--- src/rtl/uart_frame_pkg.sv ---
// uart_frame_pkg: shared framing constants, FSM states and error codes for the UART frame link
package uart_frame_pkg;
  localparam logic [7:0] SOM = 8'h73;
  localparam logic [7:0] EOM = 8'h65;
  typedef enum logic [2:0] {HUNT, B3, B2, B1, B0, TAIL} state_t;
  localparam logic [1:0] ERR_NONE    = 2'd0;
  localparam logic [1:0] ERR_EOM     = 2'd1;
  localparam logic [1:0] ERR_UART    = 2'd2;
  localparam logic [1:0] ERR_TIMEOUT = 2'd3;
endpackage

--- src/rtl/uart_frame_timeout.sv ---
// uart_frame_timeout: idle counter that pulses o_expire after TIMEOUT_CYCLES enabled cycles without a clear
module uart_frame_timeout #(
  parameter int unsigned TIMEOUT_CYCLES = 1_000_000
) (
  input  logic clk,
  input  logic reset,
  input  logic i_clr,
  input  logic i_en,
  output logic o_expire
);
  localparam int unsigned W = TIMEOUT_CYCLES > 1 ? $clog2(TIMEOUT_CYCLES) : 1;
  localparam logic [W-1:0] LIMIT = W'(TIMEOUT_CYCLES > 0 ? TIMEOUT_CYCLES - 1 : 0);
  logic [W-1:0] r_cnt;
  // expiry is seen in the cycle before the edge that reports it; a clear in that cycle wins
  assign o_expire = (TIMEOUT_CYCLES != 0) && i_en && !i_clr && r_cnt == LIMIT;
  // count enabled idle cycles; clear (reload zero) on byte, disable or expiry
  always_ff @(posedge clk)
    if (reset || i_clr || !i_en || o_expire) r_cnt <= '0;
    else r_cnt <= r_cnt + 1'b1;
endmodule

--- src/rtl/uart_frame_rx.sv ---
// uart_frame_rx: hunts for SOM, assembles a 4-byte MSB-first word, validates EOM and reports bad frames
module uart_frame_rx
  import uart_frame_pkg::*;
#(
  parameter int unsigned TIMEOUT_CYCLES = 1_000_000
) (
  input  logic        clk,
  input  logic        reset,
  input  logic [7:0]  i_from_uart_data,
  input  logic        i_from_uart_valid,
  input  logic        i_from_uart_error,
  output logic        o_from_uart_ready,
  output logic [31:0] o_word,
  output logic        o_word_valid,
  output logic        o_frame_error,
  output logic [1:0]  o_err_code,
  output logic [15:0] o_good_frames,
  output logic [15:0] o_bad_frames
);
  state_t      r_state;
  logic        r_ready;
  logic [31:0] r_shadow;
  logic [31:0] r_word;
  logic        r_word_valid;
  logic        r_frame_error;
  logic [1:0]  r_err_code;
  logic [15:0] r_good;
  logic [15:0] r_bad;
  logic        w_accept;
  logic        w_expire;
  assign w_accept          = i_from_uart_valid && r_ready;
  assign o_from_uart_ready = r_ready;
  assign o_word            = r_word;
  assign o_word_valid      = r_word_valid;
  assign o_frame_error     = r_frame_error;
  assign o_err_code        = r_err_code;
  assign o_good_frames     = r_good;
  assign o_bad_frames      = r_bad;
  uart_frame_timeout #(.TIMEOUT_CYCLES(TIMEOUT_CYCLES)) u_timeout (
    .clk      (clk),
    .reset    (reset),
    .i_clr    (w_accept),
    .i_en     (r_state != HUNT),
    .o_expire (w_expire)
  );
  // frame FSM: payload shifts in MSB-first, outputs and saturating counters are registered
  always_ff @(posedge clk)
    if (reset) begin
      r_state       <= HUNT;
      r_ready       <= 1'b0;
      r_shadow      <= '0;
      r_word        <= '0;
      r_word_valid  <= 1'b0;
      r_frame_error <= 1'b0;
      r_err_code    <= ERR_NONE;
      r_good        <= '0;
      r_bad         <= '0;
    end else begin
      r_ready       <= 1'b1;
      r_word_valid  <= 1'b0;
      r_frame_error <= 1'b0;
      if (w_accept && r_state != HUNT && i_from_uart_error) begin
        r_frame_error <= 1'b1;
        r_err_code    <= ERR_UART;
        r_bad         <= r_bad + {15'd0, ~&r_bad};
        r_state       <= HUNT;
      end else if (w_accept) begin
        case (r_state)
          HUNT: r_state <= (!i_from_uart_error && i_from_uart_data == SOM) ? B3 : HUNT;
          TAIL: begin
            if (i_from_uart_data == EOM) begin
              r_word       <= r_shadow;
              r_word_valid <= 1'b1;
              r_good       <= r_good + {15'd0, ~&r_good};
              r_state      <= HUNT;
            end else begin
              r_frame_error <= 1'b1;
              r_err_code    <= ERR_EOM;
              r_bad         <= r_bad + {15'd0, ~&r_bad};
              r_state       <= i_from_uart_data == SOM ? B3 : HUNT;
            end
          end
          default: begin
            r_shadow <= {r_shadow[23:0], i_from_uart_data};
            r_state  <= r_state == B0 ? TAIL : state_t'(r_state + 3'd1);
          end
        endcase
      end else if (w_expire) begin
        r_frame_error <= 1'b1;
        r_err_code    <= ERR_TIMEOUT;
        r_bad         <= r_bad + {15'd0, ~&r_bad};
        r_state       <= HUNT;
      end
    end
endmodule

--- config.mk ---
export PLATFORM = sky130hd
export DESIGN_NAME = uart_frame_rx
export DESIGN_NICKNAME = d
export VERILOG_FILES = /design/src/rtl/uart_frame_pkg.sv /design/src/rtl/uart_frame_timeout.sv /design/src/rtl/uart_frame_rx.sv
export SDC_FILE = /design/constraint.sdc
export NUM_CORES = 1
export LEC_CHECK = 0
export BUFFER_PORTS_ARGS = -buffer_cell sky130_fd_sc_hd__buf_2
export CAP_MARGIN = 20
export CORE_UTILIZATION = 56
export CTS_CLUSTER_SIZE = 10
export DETAILED_ROUTE_END_ITERATION = 12
export PLACE_DENSITY = 0.75
export REMOVE_ABC_BUFFERS = 1
export SYNTH_ARGS = -nofsm -noshare
export SYNTH_HDL_FRONTEND = slang
export SYNTH_SLANG_ARGS = --single-unit
--- constraint.sdc ---
create_clock -name clk -period 2.7 [get_ports clk]
set_input_delay 0.675 -clock clk [delete_from_list [all_inputs] [get_ports clk]]
set_output_delay 0.675 -clock clk [all_outputs]
set_load 0.05 [all_outputs]
## Word level (Yosys, flattened, before mapping)

Cells that the tools add are included.

- Flip-flop bits (word level): 124
- Input bits: 12
- Output and inout port bits: 69
- Word-level logic and storage cells: 79

- Add/subtract/negate cells: 4
- Equal/unequal tests: 9
- Multiplexer cells: 24
- Bitwise gates (word level): 4
- Reductions and logical operators: 27

Operator list:

| kind | count |
|---|---|
| $mux 16 | 5 |
| $add 16x1->16 | 2 |
| $reduce_and 16->1 | 2 |
| $add 20x1->20 const B | 1 |
| $eq 20x20->1 const B | 1 |
| $eq 8x7->1 const B | 2 |
| $mux 1 | 10 |
| $mux 2 | 5 |
| $mux 3 | 3 |
| $reduce_and 3->1 | 3 |
| $eq 3x3->1 const B | 2 |
| $logic_and 1x1->1 | 6 |
| $ne 3x3->1 const B | 2 |
| $pmux 3 s2 | 1 |
| $reduce_bool 3->1 | 2 |
| $logic_not 1->1 | 5 |
| $ne 2x2->1 const B | 2 |
| $not 1->1 | 4 |
| $reduce_and 4->1 | 1 |
| $reduce_or 2->1 | 2 |
| $reduce_or 4->1 | 1 |
| $add 3x1->3 const B | 1 |
| $logic_not 3->1 | 1 |
| $logic_or 1x1->1 | 3 |
| $reduce_bool 2->1 | 1 |

## Depth between registers and ports, before layout

- Word-level depth: 7
- Depth in mapped cells: 10
- Gate-level depth less buffers: 9

## Hierarchy

A second synthesis with hierarchy kept.

- Cell total of the unflattened synthesis: 646
- Area total of the unflattened synthesis: 5352.6 µm²

Modules (own cells, without submodules):

| module | instances | cells an instance | area an instance (µm²) | sequential area each (µm²) |
|---|---|---|---|---|
| uart_frame_rx | 1 | 541 | 4444.3 | 2082.0 |
| uart_frame_timeout | 1 | 105 | 908.4 | 400.4 |

## Worst setup path before layout

No wires, ideal clock.

- Kind: reg2reg
- Start point: reg r_good[6] (netlist: o_good_frames[6])
- End point: reg r_good[2] (netlist: o_good_frames[2])
- Setup time: 0.115 ns
- Arrival: 2.365 ns
- Setup slack: 0.220 ns
- Cell stages (with the launch flop): 9
- Path buffers: 0
- Clock period less this slack: 2.480 ns
- Cell sequence: dfxtp_1 > and4_1 > nand3_1 > or3_1 > ha_1 > ha_1 > nand4_1 > xnor2_1 > and2_1

- Cells in the longest elaborated chain, start to end: 3

Ends and longest elaborated chain:

| what | RTL line | source |
|---|---|---|
| from (decl) | uart_frame_rx.sv:27 | `logic [15:0] r_good;` |
| from (signal assigned) | uart_frame_rx.sv:74 | `r_good <= r_good + {15'd0, ~&r_good};` |
| $reduce_and 16->1 | uart_frame_rx.sv:74 |  |
| $logic_not 1->1 | uart_frame_rx.sv:74 |  |
| $add 16x1->16 | uart_frame_rx.sv:74 |  |

No other way between the ends.
A chain may end at the register's enable or synchronous reset.

## Worst setup path after layout

Same ends and word-level chain as after synthesis.

==> results.md <==
Route:
- The count of vias placed by the detailed router is 4,653.
- For this run, design rule violations remaining after detail routing come to 0.
- Dividing the detail-routed via count by the number of cells gives 5.57.
- Dividing the detail-routed wire length by the instance count gives 14.2 um.
- The detail route stage leaves a number of antenna-violating nets equal to 0.
- The starting DRC count in detailed routing is 237.
- The wire length reported by the detailed router is 11,900 um.
- Before antenna repair, the detailed router went through 5 iterations.

Placement:
- The post-placement worst setup slack is 0.328 ns.
- After legalization and detailed placement, the total HPWL measured 7630 um.
- Routability-driven placement finished with a final weighted congestion of 0.848.
- The count of buffers from port buffering is 80.
- Once placement completed, the tool counted placed cells totaling 802.

Timing:
- The max-slew headroom at the worst pin is 0.540.
- The total negative setup slack is 0 ns.
- Setup violations remaining at the end of the flow were counted as 0.
- Setup repair after global routing left no endpoint under its margin.
- The minimum clock period after layout is 2.36 ns.
- The actual slew at the worst max-slew pin is 0.689 ns.
- The smallest setup slack after layout is 0.338 ns.
- The peak clock frequency supported by timing is 423 MHz.
- The final number of hold-violating endpoints is 0.
- The share of the cycle needed by the critical path after routing is 0.875.
- The max-slew violation total from the final report was 0.
- For the final database, setup skew stands at 0.00682 ns.

Power and ir drop:
- In this run the power spent charging and discharging nets is 0.000923 W.
- Power spread over the standard cell area amounts to 673 nW/um2.
- The clock power share is 0.552.
- VDD sags by at most 0.395 mV.
- The internal power of the cells totals 0.00337 W.
- For this design the static power due to leakage is 2.45 nW.
- Of the total power, the share spent switching nets is 0.215.
- The share of total power dissipated in combinational logic is 0.020.
- The part of the power in registers is 0.428.

Setup path:
- The signal on the critical path passes through and4_1 -> nand3_1 -> or3_1 -> ha_1 -> ha_1 -> nand4_1 -> xnor2_1 -> and2_1.
- The data required time at the worst endpoint is 3.11 ns.
- Data on the critical path arrives at its endpoint at 2.77 ns.
- By instance count, the cell type seen most on the critical path is sky130_fd_sc_hd__ha_1.
- Among all stages on the critical path, the largest delay is contributed by sky130_fd_sc_hd__dfxtp_1.
- On the worst path, the slowest cell contributes a delay of 0.42 ns.
- The capturing element type of the critical path is a register.
- The number of cells on the critical path is 8.
- The critical-path maximum fanout is 6.
- The type of origin of the critical path is a register.
- The number of cell instances on the worst register-to-register path is 8.
- The critical path contains buffers and inverters numbering 0 combined.
- The cell family contributing the most delay on the critical path is simple AND/OR/NAND/NOR gates.
- For flop-to-flop paths, the worst setup slack is 0.34 ns.
- The worst setup path is of the reg2reg kind.

Global route:
- The via count of the first global-routing pass is 4,242.
- The most crowded layer after global routing is met2.
- The global-route wire length before repair is 19,800 um.
- The met3 global-route usage is 0.0582.
- Summed over all layers, the global routing overflow is 0.
- For met1 alone, demand over resource in global routing was 0.314.
- The pin count of the biggest net entering global routing is 65.
- Across every metal layer, demand over resource in global routing totals 0.252.
- The initial antenna violation count is 0.
- For this run, global-route usage on met2 was measured as 0.425.

CTS:
- The clock reaches the later pin of the worst-skew pair after 0.51 ns.
- The maximum buffer depth of the clock tree is 2.
- The number of clock buffers inserted by TritonCTS is 17.
- After clock tree synthesis, the clock-pin slew on the worst setup and hold paths is 0.06 ns.
- The tree built by TritonCTS fans out to 124 sinks.
- Buffers added to address setup during post-CTS repair amount to 0.
- The quantity of gates resized following cts is 0.
- The cell at the root of the clock tree is sky130_fd_sc_hd__clkbuf_8.
- The H-tree was split into 4 levels.
- TritonCTS built the clock tree.
- The total of hold buffers inserted after clock tree synthesis is 0.

Synth:
- Sorting the synthesized cells by area gives the leading types as sky130_fd_sc_hd__dfxtp_1, sky130_fd_sc_hd__nand2_1, sky130_fd_sc_hd__a21oi_1.
- The synthesized flop and latch total is 124.
- In the synthesized netlist, the cells that appear most often are sky130_fd_sc_hd__nand2_1, sky130_fd_sc_hd__dfxtp_1, sky130_fd_sc_hd__a21oi_1.
- The dominant register cell in the synthesized netlist is sky130_fd_sc_hd__dfxtp_1.
- Counting distinct cell types in the post-synthesis netlist gives 45.
- The gate count of the mapped netlist is 640.
- The post-synthesis average cell area is 8.19 um2.
- The number of warnings printed during yosys synthesis is 0.
- The post-synthesis cell type with the largest combined area is sky130_fd_sc_hd__dfxtp_1.
- Among all cell types in the netlist, the one instantiated most often is sky130_fd_sc_hd__nand2_1.
- In the synthesized netlist the async set-or-reset flop fraction comes to 0.
- The sequential element share of the synthesized area is 0.474.
- In this run, synthesis inferred 0 flip-flops with an integrated enable.
- The synthesized cell area is 5240 um2.
- The area fraction of the dominant cell type after synthesis is 0.474.

Die:
- The number of ports placed on the die boundary is 81.
- The starting utilization of the core area is 0.590.
- The die is 98.7 um tall.
- The standard-cell row count is 34.
- The core region is 8890 um2.
- The die covers 9750 um2.
- The die is 98.7 um wide.

Final layout:
- The end-of-flow core utilization is 0.717.
- The layout overhead on the synthesized area is 21.7%.
- Leaving out filler cells and counting taps, the final layout contains 835.
- Of the cells placed in the final design, the portion with a size suffix greater than 1 is 0.191.
- The final net count is 733.

Worst hold path:
- The path class of the tightest hold or removal check is in2reg.
- The depth of the worst hold-timing path is 2.

Run:
- The number of max-cap violations is 0.

Outcome:
- The run finished with clean final reports.
## sequential cells by signal, summed over array words and instances (netlist names)
name	count
o_bad_frames	16
o_err_code	2
o_frame_error	1
o_from_uart_ready	1
o_good_frames	16
o_word	32
o_word_valid	1
r_shadow	32
r_state	3
u_timeout.r_cnt	20
## path summary, 6_finish.rpt
| check | startpoint | endpoint |
|---|---|---|
| setup / recovery | o_good_frames[6]$_SDFFE_PP0P_ | o_good_frames[2]$_SDFFE_PP0P_ |
| hold / removal | reset | o_good_frames[7]$_SDFFE_PP0P_ |
| setup reg to reg | o_good_frames[6]$_SDFFE_PP0P_ | o_good_frames[2]$_SDFFE_PP0P_ |
| hold reg to reg | o_word[18]$_SDFFE_PP0P_ | o_word[18]$_SDFFE_PP0P_ |
## worst register-to-register path, stage by stage (launching register included)
cell	delay, ns
sky130_fd_sc_hd__dfxtp_1	0.42
sky130_fd_sc_hd__and4_1	0.32
sky130_fd_sc_hd__nand3_1	0.18
sky130_fd_sc_hd__or3_1	0.41
sky130_fd_sc_hd__ha_1	0.22
sky130_fd_sc_hd__ha_1	0.28
sky130_fd_sc_hd__nand4_1	0.19
sky130_fd_sc_hd__xnor2_1	0.08
sky130_fd_sc_hd__and2_1	0.15
## layout by cell type (no fill, tap or decap), types with 16 or more instances in the layout
| cell | count |
|---|---|
| sky130_fd_sc_hd__a21oi_1 | 85 |
| sky130_fd_sc_hd__nor2b_1 | 17 |
| sky130_fd_sc_hd__buf_2 | 79 |
| sky130_fd_sc_hd__nand4_1 | 28 |
| sky130_fd_sc_hd__nand3_1 | 23 |
| sky130_fd_sc_hd__dfxtp_1 | 124 |
| sky130_fd_sc_hd__xor2_1 | 17 |
| sky130_fd_sc_hd__nand2_1 | 152 |
| sky130_fd_sc_hd__nor2_1 | 50 |
| sky130_fd_sc_hd__clkbuf_16 | 16 |
## through the flow
stage | hold WS, ns | instance area [um2] | total power [W]
floorplan | 0.426 | 5080 | 0.00191
global placement | 0.436 | 5750 | 0.00196
detailed placement | 0.441 | 5750 | 0.00196
CTS | 0.409 | 6370 | 0.00431
global route | 0.430 | 6370 | 0.00441
finish | 0.420 | 6380 | 0.00429
## power groups by stage
stage | registers, W | clock network (W) | logic [W]
6_report | 0.00184 | 0.00237 | 0.0000842
3_3_place_gp | 0.00188 | 0 | 0.0000803
4_1_cts | 0.00184 | 0.00239 | 0.0000834
5_1_grt | 0.00184 | 0.00248 | 0.0000913
3_5_place_dp | 0.00188 | 0 | 0.0000831
2_1_floorplan | 0.00189 | 0 | 0.0000211
## cell type report
class | count | area (um2)
fillers | 699 | 2510
clock inverters | 15 | 210
clock buffers | 17 | 414
repair buffers | 92 | 505
multi-input cells | 472 | 2600
diodes | 1 | 2.50
well taps | 108 | 135
flip-flops and latches | 124 | 2480
inverters | 6 | 22.5
## logic make-up after synthesis
kind of cell / share of synthesized area
AND/OR/NAND/NOR: 0.285
flip-flops: 0.474
AO/OA/AOI/OAI: 0.108
buffers and inverters: 0.0341
XOR/XNOR: 0.0485
multiplexers: 0.0317
adder cells (fa/ha/maj): 0.0191
## per-layer routing
metal	wire, um	up-vias
met5	0	-
met4	158	0
met3	629	16
met2	5950	143
met1	5120	2166
li1	-	2328
Note: power is estimated with default switching activity, not from simulation.
